## config.mk

```make
export PLATFORM = sky130hd
export DESIGN_NAME = imm_gen_pipe
export DESIGN_NICKNAME = d
export VERILOG_FILES = /design/src/rtl/imm_gen_pipe.sv
export SDC_FILE = /design/constraint.sdc
export NUM_CORES = 1
export LEC_CHECK = 0
export ABC_AREA = 1
export CAP_MARGIN = 20
export CORE_UTILIZATION = 53
export CTS_BUF_LIST = sky130_fd_sc_hd__clkbuf_16
export CTS_CLUSTER_SIZE = 30
export DETAILED_ROUTE_END_ITERATION = 7
export PLACE_DENSITY = 0.85
export SLEW_MARGIN = 20
export SYNTH_ARGS = -nofsm -noshare
export SYNTH_HDL_FRONTEND = slang
export SYNTH_SLANG_ARGS = --single-unit
export TNS_END_PERCENT = 30
```

## constraint.sdc

```tcl
create_clock -name clk -period 4.4 [get_ports clk]
set_input_delay 0.88 -clock clk [delete_from_list [all_inputs] [get_ports clk]]
set_output_delay 0.88 -clock clk [all_outputs]
set_load 0.05 [all_outputs]
```

## src/rtl/imm_gen_pipe.sv

```systemverilog
// -----------------------------------------------------------------------------
// imm_gen_pipe
//
// Pipelined immediate generator for the decode stage. It decodes the
// instruction format straight from opcode/funct3 and builds the extended
// immediate for all RV32/RV64 formats, including shift amounts and CSR zimm.
// The result is registered behind a valid/ready handshake. With SKID_EN=1
// there is a one-entry skid buffer, so in_ready is a pure register output.
//
// Parameters
//   XLEN     datapath width, 32 or 64
//   SKID_EN  1: out reg + skid reg, in_ready registered
//            0: out reg only, in_ready = out_ready || !out_valid
//               (combinational path from out_ready to in_ready)
//
// Ports
//   clk          clock, all state on posedge
//   reset        synchronous active-high reset (priority over flush)
//   flush        synchronous kill of all held entries; drops a same-cycle accept
//   in_valid     upstream offers in_instr / in_pc
//   in_ready     block can accept this cycle
//   in_instr     raw 32-bit instruction word
//   in_pc        PC of in_instr, carried alongside
//   out_valid    out_* fields valid
//   out_ready    downstream consumes this cycle
//   out_imm      extended immediate
//   out_fmt      0 NONE, 1 I, 2 S, 3 B, 4 U, 5 J, 6 SH, 7 Z
//   out_illegal  instr[1:0] != 2'b11 (forces fmt NONE, imm 0)
//   out_pc       PC carried from input
// -----------------------------------------------------------------------------
module imm_gen_pipe #(
    parameter int XLEN    = 64,
    parameter bit SKID_EN = 1'b1
) (
    input  logic            clk,
    input  logic            reset,
    input  logic            flush,
    input  logic            in_valid,
    output logic            in_ready,
    input  logic [31:0]     in_instr,
    input  logic [XLEN-1:0] in_pc,
    output logic            out_valid,
    input  logic            out_ready,
    output logic [XLEN-1:0] out_imm,
    output logic [2:0]      out_fmt,
    output logic            out_illegal,
    output logic [XLEN-1:0] out_pc
);

    localparam logic [2:0] FMT_NONE = 3'd0;
    localparam logic [2:0] FMT_I    = 3'd1;
    localparam logic [2:0] FMT_S    = 3'd2;
    localparam logic [2:0] FMT_B    = 3'd3;
    localparam logic [2:0] FMT_U    = 3'd4;
    localparam logic [2:0] FMT_J    = 3'd5;
    localparam logic [2:0] FMT_SH   = 3'd6;
    localparam logic [2:0] FMT_Z    = 3'd7;

    localparam logic [6:0] OPC_OP_IMM    = 7'b0010011;
    localparam logic [6:0] OPC_OP_IMM_32 = 7'b0011011;
    localparam logic [6:0] OPC_LOAD      = 7'b0000011;
    localparam logic [6:0] OPC_JALR      = 7'b1100111;
    localparam logic [6:0] OPC_STORE     = 7'b0100011;
    localparam logic [6:0] OPC_BRANCH    = 7'b1100011;
    localparam logic [6:0] OPC_LUI       = 7'b0110111;
    localparam logic [6:0] OPC_AUIPC     = 7'b0010111;
    localparam logic [6:0] OPC_JAL       = 7'b1101111;
    localparam logic [6:0] OPC_SYSTEM    = 7'b1110011;

    typedef struct packed {
        logic [XLEN-1:0] imm;
        logic [2:0]      fmt;
        logic            illegal;
        logic [XLEN-1:0] pc;
    } entry_t;

    // ------------------------------------------------------------------
    // Format decode and immediate assembly (combinational, from inputs)
    // ------------------------------------------------------------------
    logic [6:0]  opcode;
    logic [2:0]  funct3;
    logic        sgn;
    logic        is_shift;
    logic [63:0] imm_i, imm_s, imm_b, imm_u, imm_j;
    logic [63:0] imm_sh64, imm_sh32, imm_z;
    logic [63:0] dec_imm64;
    logic [2:0]  dec_fmt;
    logic        dec_illegal;
    entry_t      dec_entry;

    assign opcode   = in_instr[6:0];
    assign funct3   = in_instr[14:12];
    assign sgn      = in_instr[31];
    assign is_shift = (funct3 == 3'b001) || (funct3 == 3'b101);

    // Every immediate is built 64 bits wide and sign-extended from bit 31;
    // truncating to XLEN afterwards gives the same result for XLEN=32.
    assign imm_i    = {{52{sgn}}, in_instr[31:20]};
    assign imm_s    = {{52{sgn}}, in_instr[31:25], in_instr[11:7]};
    assign imm_b    = {{51{sgn}}, in_instr[31], in_instr[7], in_instr[30:25],
                       in_instr[11:8], 1'b0};
    assign imm_u    = {{32{sgn}}, in_instr[31:12], 12'b0};
    assign imm_j    = {{43{sgn}}, in_instr[31], in_instr[19:12], in_instr[20],
                       in_instr[30:21], 1'b0};
    assign imm_sh64 = {58'b0, in_instr[25:20]};
    assign imm_sh32 = {59'b0, in_instr[24:20]};
    assign imm_z    = {59'b0, in_instr[19:15]};

    assign dec_illegal = (in_instr[1:0] != 2'b11);

    always_comb begin
        dec_fmt   = FMT_NONE;
        dec_imm64 = 64'b0;
        if (!dec_illegal) begin
            case (opcode)
                OPC_OP_IMM: begin
                    if (is_shift) begin
                        dec_fmt   = FMT_SH;
                        // RV64 shifts use a 6-bit shamt, RV32 only 5 bits.
                        dec_imm64 = (XLEN == 64) ? imm_sh64 : imm_sh32;
                    end else begin
                        dec_fmt   = FMT_I;
                        dec_imm64 = imm_i;
                    end
                end
                OPC_OP_IMM_32: begin
                    if (is_shift) begin
                        dec_fmt   = FMT_SH;
                        dec_imm64 = imm_sh32;
                    end else begin
                        dec_fmt   = FMT_I;
                        dec_imm64 = imm_i;
                    end
                end
                OPC_LOAD, OPC_JALR: begin
                    dec_fmt   = FMT_I;
                    dec_imm64 = imm_i;
                end
                OPC_STORE: begin
                    dec_fmt   = FMT_S;
                    dec_imm64 = imm_s;
                end
                OPC_BRANCH: begin
                    dec_fmt   = FMT_B;
                    dec_imm64 = imm_b;
                end
                OPC_LUI, OPC_AUIPC: begin
                    dec_fmt   = FMT_U;
                    dec_imm64 = imm_u;
                end
                OPC_JAL: begin
                    dec_fmt   = FMT_J;
                    dec_imm64 = imm_j;
                end
                OPC_SYSTEM: begin
                    // funct3[2] selects the immediate CSR forms (zimm in rs1).
                    if (funct3[2]) begin
                        dec_fmt   = FMT_Z;
                        dec_imm64 = imm_z;
                    end else begin
                        dec_fmt   = FMT_I;
                        dec_imm64 = imm_i;
                    end
                end
                default: begin
                    dec_fmt   = FMT_NONE;
                    dec_imm64 = 64'b0;
                end
            endcase
        end
    end

    assign dec_entry.imm     = dec_imm64[XLEN-1:0];
    assign dec_entry.fmt     = dec_fmt;
    assign dec_entry.illegal = dec_illegal;
    assign dec_entry.pc      = in_pc;

    // ------------------------------------------------------------------
    // Output register + optional skid register
    // ------------------------------------------------------------------
    logic   out_valid_q, out_valid_d;
    logic   skid_valid_q, skid_valid_d;
    entry_t out_q, out_d;
    entry_t skid_q, skid_d;
    logic   accept;
    logic   out_free;

    generate
        if (SKID_EN) begin : g_ready_skid
            assign in_ready = !skid_valid_q;
        end else begin : g_ready_comb
            // Combinational out_ready -> in_ready path.
            assign in_ready = out_ready || !out_valid_q;
        end
    endgenerate

    assign accept   = in_valid && in_ready;
    assign out_free = !out_valid_q || out_ready;

    always_comb begin
        out_valid_d  = out_valid_q;
        skid_valid_d = skid_valid_q;
        out_d        = out_q;
        skid_d       = skid_q;
        if (flush) begin
            // Kill everything held; a same-cycle accept is dropped too.
            out_valid_d  = 1'b0;
            skid_valid_d = 1'b0;
        end else if (out_free) begin
            if (skid_valid_q) begin
                // in_ready is low while the skid is full, so no accept here.
                out_d        = skid_q;
                out_valid_d  = 1'b1;
                skid_valid_d = 1'b0;
            end else if (accept) begin
                out_d       = dec_entry;
                out_valid_d = 1'b1;
            end else begin
                out_valid_d = 1'b0;
            end
        end else if (accept && SKID_EN) begin
            // Out reg stalled: park the new result behind it.
            skid_d       = dec_entry;
            skid_valid_d = 1'b1;
        end
    end

    always_ff @(posedge clk) begin
        if (reset) begin
            out_valid_q  <= 1'b0;
            skid_valid_q <= 1'b0;
            out_q        <= '0;
            skid_q       <= '0;
        end else begin
            out_valid_q  <= out_valid_d;
            skid_valid_q <= skid_valid_d;
            out_q        <= out_d;
            skid_q       <= skid_d;
        end
    end

    assign out_valid   = out_valid_q;
    assign out_imm     = out_q.imm;
    assign out_fmt     = out_q.fmt;
    assign out_illegal = out_q.illegal;
    assign out_pc      = out_q.pc;

endmodule
```

==> flow_metrics.tcl, run 1 <==
set metrics [dict create \
    outcome "complete, no violations" \
    yosys-top-cells-area "dfxtp_1 (43%), nand2_1 (10%), o21ai_0 (8.3%), nor2_1 (7.4%), nand3_1 (4.5%)" \
    final_nets 1576 \
    place_congestion 0.984 \
    dpl_cell_area_sq_um 11400 \
    setup_ws_ns 1.06 \
    wl_per_cell_microns 15.2 \
    overflow 0 \
    fmax_ghz 0.299 \
    hold_end "out_imm[30]$_SDFFE_PP0P_" \
    die_area_sq_um 18100 \
    synth_top_cell_by_area "dfxtp_1" \
    cts_setup_buffers 0 \
    antenna_found_initial 0 \
    h-tree-depth 1 \
    numCtsBuffers 22 \
    worstReg2RegEnd "skid_q[34]$_SDFFE_PP0P_" \
    report.final.slew_viol_count 0 \
    finalSetupTns_ns 0 \
    syn_avg_cell_area_sq_um 6.95 \
    core.rowCount 48 \
    first_pass_iters 5 \
    grt.total_usage_pct 27.6 \
    finalSetupViolCount 0 \
    ant_nets 0 \
    first_global_vias 8234 \
    crit_required_ns 3.52 \
    synth-seq-area-share_pct 43.4 \
    syn-num-nets 1441 \
    synth_cells 1340 \
    worst_setup_path_start_kind "register" \
    path_max_fanout 34 \
    clk_pin_slew_ns 0.06 \
    drv_cap 0 \
    postCtsHoldBufs 0 \
    crit_family "flip-flops" \
    post_cts_resized 0 \
    wl_microns 26000 \
    power_density_nw_per_um2 347 \
    layout_worst_path_cycle_share_pct 76.0 \
    core_area_sq_um 17200 \
    route.detailed.drc 0 \
    r2r_start "skid_valid_q$_SDFFE_PP0P_" \
    clock_latency_ns 0.51 \
    worstSetupPathType "reg2out" \
    hold_path_class "reg2reg" \
    fin_area_sq_um 12000 \
    rsz0062_at_grt "no" \
    top_level_ports 235 \
    cts.sinks 202 \
    ys_ff_latch 202 \
    clockRootBuffer "clkbuf_16" \
    power.static_leakage_nw 5.24 \
    numPortBuffers 234 \
    dp_hpwl_microns 16600 \
    routed_via_density 5.44 \
    finClkSkew_ns 0.00889 \
    peakVddDrop_mv 0.286 \
    cts_tree "yes" \
    grt_pass1_wl_microns 41200 \
    synth.distinct_cells 28 \
    finalHoldViolCount 0 \
    drt_iter0_drc 752 \
    die_height_microns 135 \
    start_util_pct 54.0 \
    critPathBufInv 1 \
    slowest_delay_ns 0.98 \
    grt_start_max_net_pins 100 \
    min_from "out_imm[30]$_SDFFE_PP0P_" \
    relSlewSlack_pct 33.0 \
    die_x_microns 135 \
    tightest_slew_ns 1.00 \
    via_count 9315 \
    arrival_ns 2.46 \
    cp_slowest_cell "dfxtp_1" \
    layout_commonest_cell "nand2_1" \
    reg2regPathDepth 7 \
    hold_depth 2 \
    clk_path_buf_depth 3 \
    endpoint_kind "output port" \
    min_period_ns 3.34 \
    area_growth_pct 28.9 \
    place_ws_ns 1.16 \
    final_cell_mix "nand2_1 (250), clkdlybuf4s50_1 (234), dfxtp_1 (201)" \
    drive_gt1_share_pct 3.63 \
    netlist_area_sq_um 9320 \
    yosysWarnings 0 \
    n_antenna_cell 0 \
    rrSetupSlack_ns 1.89 \
    synth_top_area_share_pct 43.4 \
    cp_cell_sequence "clkdlybuf4s50_1" \
]
==> stage by stage <==
step / instances / power (mW) / hold slack, ns / util [%]
6_report: 1712 / 4.17 / 0.465 / 69.6
5_1_grt: 1712 / 4.31 / 0.483 / 69.6
4_1_cts: 1712 / 4.19 / 0.464 / 69.6
3_5_place_dp: 1676 / 2.56 / 0.455 / 66.0
3_3_place_gp: 1676 / 2.55 / 0.451 / 66.0
2_1_floorplan: 1340 / 2.31 / 0.445 / -
==> synth_stat cells (all sizes together) <==
library cell	count
nand2	252
dfxtp	202
nor2	186
o21ai	157
inv	110
nand3	84
a21oi	81
buf	74
a31oi	65
clkbuf	61
o211ai	30
nand4	21
a21boi	6
o21bai	6
a211oi	1
nor3	1
nor3b	1
nor4	1
o22ai	1
==> layer usage <==
layer	global-route usage (%)	share of wire, %	vias up
met5	0	0	-
met4	6.93	1.9	0
met3	3.87	6.7	37
met2	46.3	47	325
met1	37.4	45	4293
li1	-	-	4660
==> tightest hold or removal path: stages, from the launching register on <==
cell	delay [ns]
dfxtp_1	0.30
nand2_1	0.06
a21oi_1	0.05
==> layout make-up <==
cell class	count	area (sq um)
clock buffers	22	551
clock inverters	14	80.1
fillers	1432	5230
inverters	110	422
multi-input cells	893	4170
flip-flops and latches	202	4050
well taps	225	282
repair buffers	246	2460
==> state kept, by name, summed over array words and instances, names as in the netlist <==
signal	cells
skid_valid_q	1
out_pc	64
skid_q	100
out_valid	1
out_illegal	1
out_fmt	3
out_imm	32
==> worst max-delay path by stage <==
stage                                  start                  endpoint  cells past startpoint
CTS                 out_imm[62]$_SDFFE_PP0P_               out_imm[57]                      1
floorplan           out_imm[62]$_SDFFE_PP0P_               out_imm[32]                      1
detailed placement               in_instr[1]  out_imm[11]$_SDFFE_PP0P_                      9
global route        out_imm[62]$_SDFFE_PP0P_               out_imm[57]                      1
finish              out_imm[62]$_SDFFE_PP0P_               out_imm[57]                      1
global placement                 in_instr[1]  out_imm[11]$_SDFFE_PP0P_                      9
==> report_power, final <==
part	switching (mW)	internal [mW]	total, mW
Sequential	0.0290	1.89	1.92
Clock	0.735	0.908	1.64
Combinational	0.381	0.225	0.606
Total	1.14	3.02	4.17
==> cells by family after synthesis <==
group / Yosys count / synth area share (%)
AOI/OAI and AO/OA: 347 / 20.7
buffers and inverters: 245 / 11.9
DFF: 202 / 43.4
and+or+nand+nor: 546 / 24.0
Power figures use the tool's default switching activity.
==> run 2, diff against run 1 <==
- CORE_UTILIZATION: 53 -> 50
- PLACE_DENSITY: 0.85 -> 0.81
- clock period: 4.4 -> 3.2 ns (I/O delays scaled with it)
==> run 2 against run 1 <==
Critical endpoint is now out_imm[44]. The flow now finishes with violations (DRC). Critical path type unchanged. Sequential share of layout area is 0.53 points lower. Via count rose by 1.6%. Routed wire length up 1.8%. Clock power is 45% higher. Total power grew 40%.
==> flow_metrics.tcl, run 2 (synthesized netlist as in run 1, its figures left out) <==
set metrics [dict create \
    fin_area_sq_um 12200 \
    grt_start_max_net_pins 87 \
    dpl_cell_area_sq_um 11500 \
    hold_depth 2 \
    worstReg2RegEnd "out_fmt[1]$_SDFFE_PP0P_" \
    violations "DRC" \
    place_congestion 0.968 \
    power.internal_mw 4.25 \
    die_height_microns 138 \
    finClkSkew_ns 0.0157 \
    clk_path_buf_depth 3 \
    fill_cells 1542 \
    routed_via_density 5.46 \
    drv_cap 0 \
    cp_cell_sequence "buf_4 > clkdlybuf4s50_1" \
    regMostFlops "skid_q" \
    power_density_nw_per_um2 480 \
    min_period_ns 2.61 \
    post_cts_resized 0 \
    largest_reg_flops 100 \
    relSlewSlack_pct 39.5 \
    fin_util_pct 67.4 \
    power_mw 5.85 \
    rrSetupSlack_ns 1.01 \
    final_cell_mix "nand2_1 (250), clkdlybuf4s50_1 (234), dfxtp_1 (201)" \
    dp_hpwl_microns 17300 \
    stdcell_count 1733 \
    cp_slowest_cell "clkdlybuf4s50_1" \
    finalSetupViolCount 0 \
    arrival_ns 1.97 \
    switching_share_pct 27.3 \
    die_area_sq_um 19200 \
    antenna_found_initial 0 \
    drive_gt1_share_pct 4.39 \
    clock_latency_ns 0.51 \
    clockRootBuffer "clkbuf_16" \
    p_clk_share_pct 40.4 \
    finalSetupTns_ns 0 \
    first_global_vias 8488 \
    start_util_pct 51.5 \
    reg2regPathDepth 7 \
    worst_setup_path_start_kind "register" \
    rsz0062_at_grt "no" \
    final_nets 1589 \
    outcome "finished, violations left" \
    finalHoldViolCount 0 \
    seqPwrFrac_pct 45.1 \
    wl_microns 26400 \
    route.detailed.drc 43 \
    fmax_ghz 0.384 \
    seq_area_sq_um 4050 \
    report.final.slew_viol_count 0 \
    layout_worst_path_cycle_share_pct 81.5 \
    via_count 9461 \
    die_x_microns 138 \
    ant_nets 0 \
    clk_pin_slew_ns 0.06 \
    core.rowCount 49 \
    cts_setup_buffers 0 \
    tightest_slew_ns 0.907 \
    worstSetupPathType "reg2out" \
    wl_per_cell_microns 15.3 \
    numCtsBuffers 22 \
    overflow 0 \
    numPortBuffers 234 \
    peakVddDrop_mv 0.366 \
    endpoint_kind "output port" \
    cts_tree "yes" \
    r2r_start "skid_valid_q$_SDFFE_PP0P_" \
    hold_end "out_fmt[2]$_SDFFE_PP0P_" \
    first_pass_iters 8 \
    layout_commonest_cell "nand2_1" \
    h-tree-depth 1 \
    dp.cells 1693 \
    crit_required_ns 2.56 \
    drt_iter0_drc 767 \
    n_antenna_cell 0 \
    path_max_fanout 34 \
    power_frac_comb_pct 14.5 \
    area_growth_pct 30.9 \
    multi_input_area_sq_um 4170 \
    core_area_sq_um 18100 \
    p_switching_mw 1.60 \
    postCtsHoldBufs 0 \
    grt.total_usage_pct 26.8 \
    cts.sinks 202 \
    slowest_delay_ns 0.87 \
    top_level_ports 235 \
    grt_pass1_wl_microns 42700 \
    power.static_leakage_nw 5.34 \
    hold_path_class "reg2reg" \
    min_from "out_fmt[2]$_SDFFE_PP0P_" \
]
==> run 2: changes by cell type in the layout (fill, tap and decap cells not counted) <==
cell | previous run | this run
buf_4 | 10 | 19
clkinv_1 | 2 | 8
clkinv_2 | 6 | 4
clkinvlp_4 | 1 | 0
bufinv_16 | 0 | 1
buf_12 | 2 | 6
inv_1 | 109 | 108
inv_6 | 0 | 1
==> run 2: worst max path at each step <==
stage,slack (ns),start,to
global placement,0.49,in_instr[1],out_imm[29]$_SDFFE_PP0P_
global route,0.50,out_imm[62]$_SDFFE_PP0P_,out_imm[35]
detailed placement,0.42,in_instr[1],out_imm[11]$_SDFFE_PP0P_
CTS,0.56,out_imm[62]$_SDFFE_PP0P_,out_imm[46]
floorplan,1.08,out_imm[62]$_SDFFE_PP0P_,out_imm[32]
finish,0.59,out_imm[62]$_SDFFE_PP0P_,out_imm[44]
==> run 2: cell type report <==
class / count / share of cell area, %
Sequential cell: 202 / 33.2
Clock inverter: 18 / 0.985
Timing Repair Buffer: 259 / 21.4
Inverter: 110 / 3.46
Clock buffer: 22 / 4.51
Tap cell: 229 / 2.35
Multi-Input combinational cell: 893 / 34.2
==> run 2: metal layers <==
layer	global-route usage (%)	wire, microns
met3	4.12	1930
met5	0	0
met2	43.7	12300
met4	8.34	652
met1	36.3	11600
==> run 2: power by group through the flow <==
stage,clock (mW),sequential (mW),combinational [mW]
after floorplan,0,2.91,0.273
after global placement,0,2.69,0.835
after detailed placement,0,2.69,0.842
after CTS,2.40,2.64,0.848
after global routing,2.51,2.65,0.900
final,2.37,2.64,0.848
==> run 2: worst max-delay path, delay by kind of cell (launching register included) <==
family,cells,cell delay [ns]
buf+inv,2,1.15
flops,1,0.30
==> run 2: metrics by stage <==
stage / hold slack, ns / worst slack (ns)
floorplan: 0.445 / 1.08
global placement: 0.452 / 0.486
detailed placement: 0.459 / 0.424
CTS: 0.466 / 0.558
global route: 0.486 / 0.500
finish: 0.466 / 0.593
==> run 3, diff against run 2 <==
- CORE_UTILIZATION: 50 -> 45
- PLACE_DENSITY: 0.81 -> 0.77
- clock period: 3.2 -> 2.18 ns (I/O delays scaled with it)
==> run 3 against run 2 <==
The flow now finishes without violations. Sequential share of layout area down 2.0 points. Highest routed layer unchanged. First-iteration DRC count down 11%. Largest power group unchanged. Worst setup slack worse by 0.55 ns.
==> flow_metrics.tcl, run 3 (synthesized netlist as in run 1, its figures left out) <==
set metrics [dict create \
    worstSetupPathType "reg2out" \
    start_util_pct 46.0 \
    route.detailed.drc 0 \
    seqPwrFrac_pct 43.2 \
    power.static_leakage_nw 5.76 \
    r2r_start "skid_valid_q$_SDFFE_PP0P_" \
    drt_iter0_drc 680 \
    wl_per_cell_microns 14.9 \
    layout_worst_path_cycle_share_pct 97.9 \
    p_switching_mw 2.36 \
    clock_latency_ns 0.51 \
    numPortBuffers 234 \
    die_x_microns 146 \
    setup_ws_ns 0.0455 \
    overflow 0 \
    clockRootBuffer "clkbuf_16" \
    layout_commonest_cell "nand2_1" \
    grt_start_max_net_pins 69 \
    min_period_ns 2.13 \
    switching_share_pct 26.4 \
    cts_tree "yes" \
    ant_nets 0 \
    endpoint "out_pc[6]" \
    seq_area_sq_um 4050 \
    crit_family "buffers and inverters" \
    area_growth_pct 39.4 \
    power_density_nw_per_um2 690 \
    postCtsHoldBufs 0 \
    place_ws_ns -0.0969 \
    first_pass_iters 5 \
    worstReg2RegEnd "out_pc[18]$_SDFFE_PP0P_" \
    die_height_microns 146 \
    power_mw 8.96 \
    fin_util_pct 64.2 \
    grt.total_usage_pct 24.7 \
    cp_slowest_cell "clkdlybuf4s50_1" \
    cts.sinks 202 \
    numCtsBuffers 23 \
    slowest_delay_ns 0.86 \
    place_congestion 0.975 \
    report.final.slew_viol_count 0 \
    top_level_ports 235 \
    core_area_sq_um 20200 \
    die_area_sq_um 21300 \
    regMostFlops "skid_q" \
    n_antenna_cell 0 \
    antenna_found_initial 0 \
    clk_pin_slew_ns 0.06 \
    clk_path_buf_depth 3 \
    crit_required_ns 1.74 \
    first_global_vias 8525 \
    critPathBufInv 1 \
    final_nets 1620 \
    fin_area_sq_um 13000 \
    p_clk_share_pct 42.3 \
    peakVddDrop_mv 0.454 \
    critPathLaunch "out_pc[6]$_SDFFE_PP0P_" \
    power.internal_mw 6.60 \
    rrSetupSlack_ns 0.63 \
    drive_gt1_share_pct 8.49 \
    drv_cap 0 \
    relSlewSlack_pct 60.4 \
    reg2regPathDepth 7 \
    finalSetupTns_ns 0 \
    fill_cells 1734 \
    finalHoldViolCount 0 \
    rsz0062_at_grt "no" \
    final_cell_mix "nand2_1 (250), dfxtp_1 (201), clkdlybuf4s50_1 (197)" \
    multi_input_area_sq_um 4170 \
    cp.depth 1 \
    largest_reg_flops 100 \
    tightest_slew_ns 0.594 \
    worst_setup_path_start_kind "register" \
    via_count 9466 \
    cts_setup_buffers 0 \
    dp_hpwl_microns 18000 \
    hold_path_class "reg2reg" \
    grt_pass1_wl_microns 43700 \
    arrival_ns 1.70 \
    routed_via_density 5.26 \
    dpl_cell_area_sq_um 12300 \
    power_frac_comb_pct 14.5 \
    endpoint_kind "output port" \
    finClkSkew_ns 0.00808 \
    fmax_ghz 0.468 \
    outcome "complete, no violations" \
    path_max_fanout 2 \
    hold-worst-slack_ns 0.468 \
    stdcell_count 1801 \
    wl_microns 26900 \
    core.rowCount 52 \
    h-tree-depth 1 \
    cp_cell_sequence "clkdlybuf4s50_1" \
    dp.cells 1764 \
    finalSetupViolCount 0 \
]
run 3: changes by cell type in the layout (fill, tap and decap cells not counted), sizes merged:
cell           before  now
clkbuf             22   23
clkinv             14    6
inv               113  115
buf                25   89
dlymetal6s2s        0    2
clkdlybuf4s50     234  197
dlygate4sd2         0    1
bufinv              1    3
run 3: how the worst min path moves through the flow:
stage	startpoint	to	slack, ns	cells past startpoint
2_1_floorplan	skid_q[64]$_SDFFE_PP0P_	out_illegal$_SDFFE_PP0P_	0.45	2
3_3_place_gp	out_imm[9]$_SDFFE_PP0P_	out_imm[9]$_SDFFE_PP0P_	0.45	2
3_5_place_dp	out_imm[16]$_SDFFE_PP0P_	out_imm[16]$_SDFFE_PP0P_	0.46	2
4_1_cts	out_imm[25]$_SDFFE_PP0P_	out_imm[25]$_SDFFE_PP0P_	0.47	2
5_1_grt	out_imm[25]$_SDFFE_PP0P_	out_imm[25]$_SDFFE_PP0P_	0.48	2
6_report	out_imm[16]$_SDFFE_PP0P_	out_imm[16]$_SDFFE_PP0P_	0.47	2
run 3: area by class of cell:
type	instances	share of cell area, %
clock inverter	14	1.18
sequential	202	31.1
inverter	110	3.25
timing repair buffer	289	25.3
multi-input combinational	893	32.1
tap	270	2.60
clock buffer	23	4.43
run 3: repair_timing:
item | in CTS | in global routing
gates resized for setup | 1 | 2
endpoints found under the setup margin | 1 | 2
gates cloned | 0 | 0
run 3: worst register-to-register path, stage by stage (launching register included):
cell	delay, ns
dfxtp_2	0.35
nor2_1	0.20
inv_1	0.08
nand3_2	0.10
clkinv_2	0.17
buf_12	0.24
o21ai_0	0.21
a31oi_1	0.07
run 3: metal layers:
layer  global-route usage (%)  wire (microns)  vias up
li1                         -               -     4751
met1                     33.1           11600     4296
met4                     8.89             899        0
met3                     3.54            1830       58
met5                        0               0        -
met2                     40.4           12600      361
run 3: power by group through the flow:
stage / Clock, mW / Combinational [mW] / Sequential, mW
finish: 3.79 / 1.30 / 3.87
floorplan: 0 / 0.401 / 4.27
detailed placement: 0 / 1.29 / 3.95
global placement: 0 / 1.28 / 3.95
global route: 4.01 / 1.38 / 3.88
CTS: 3.85 / 1.30 / 3.87
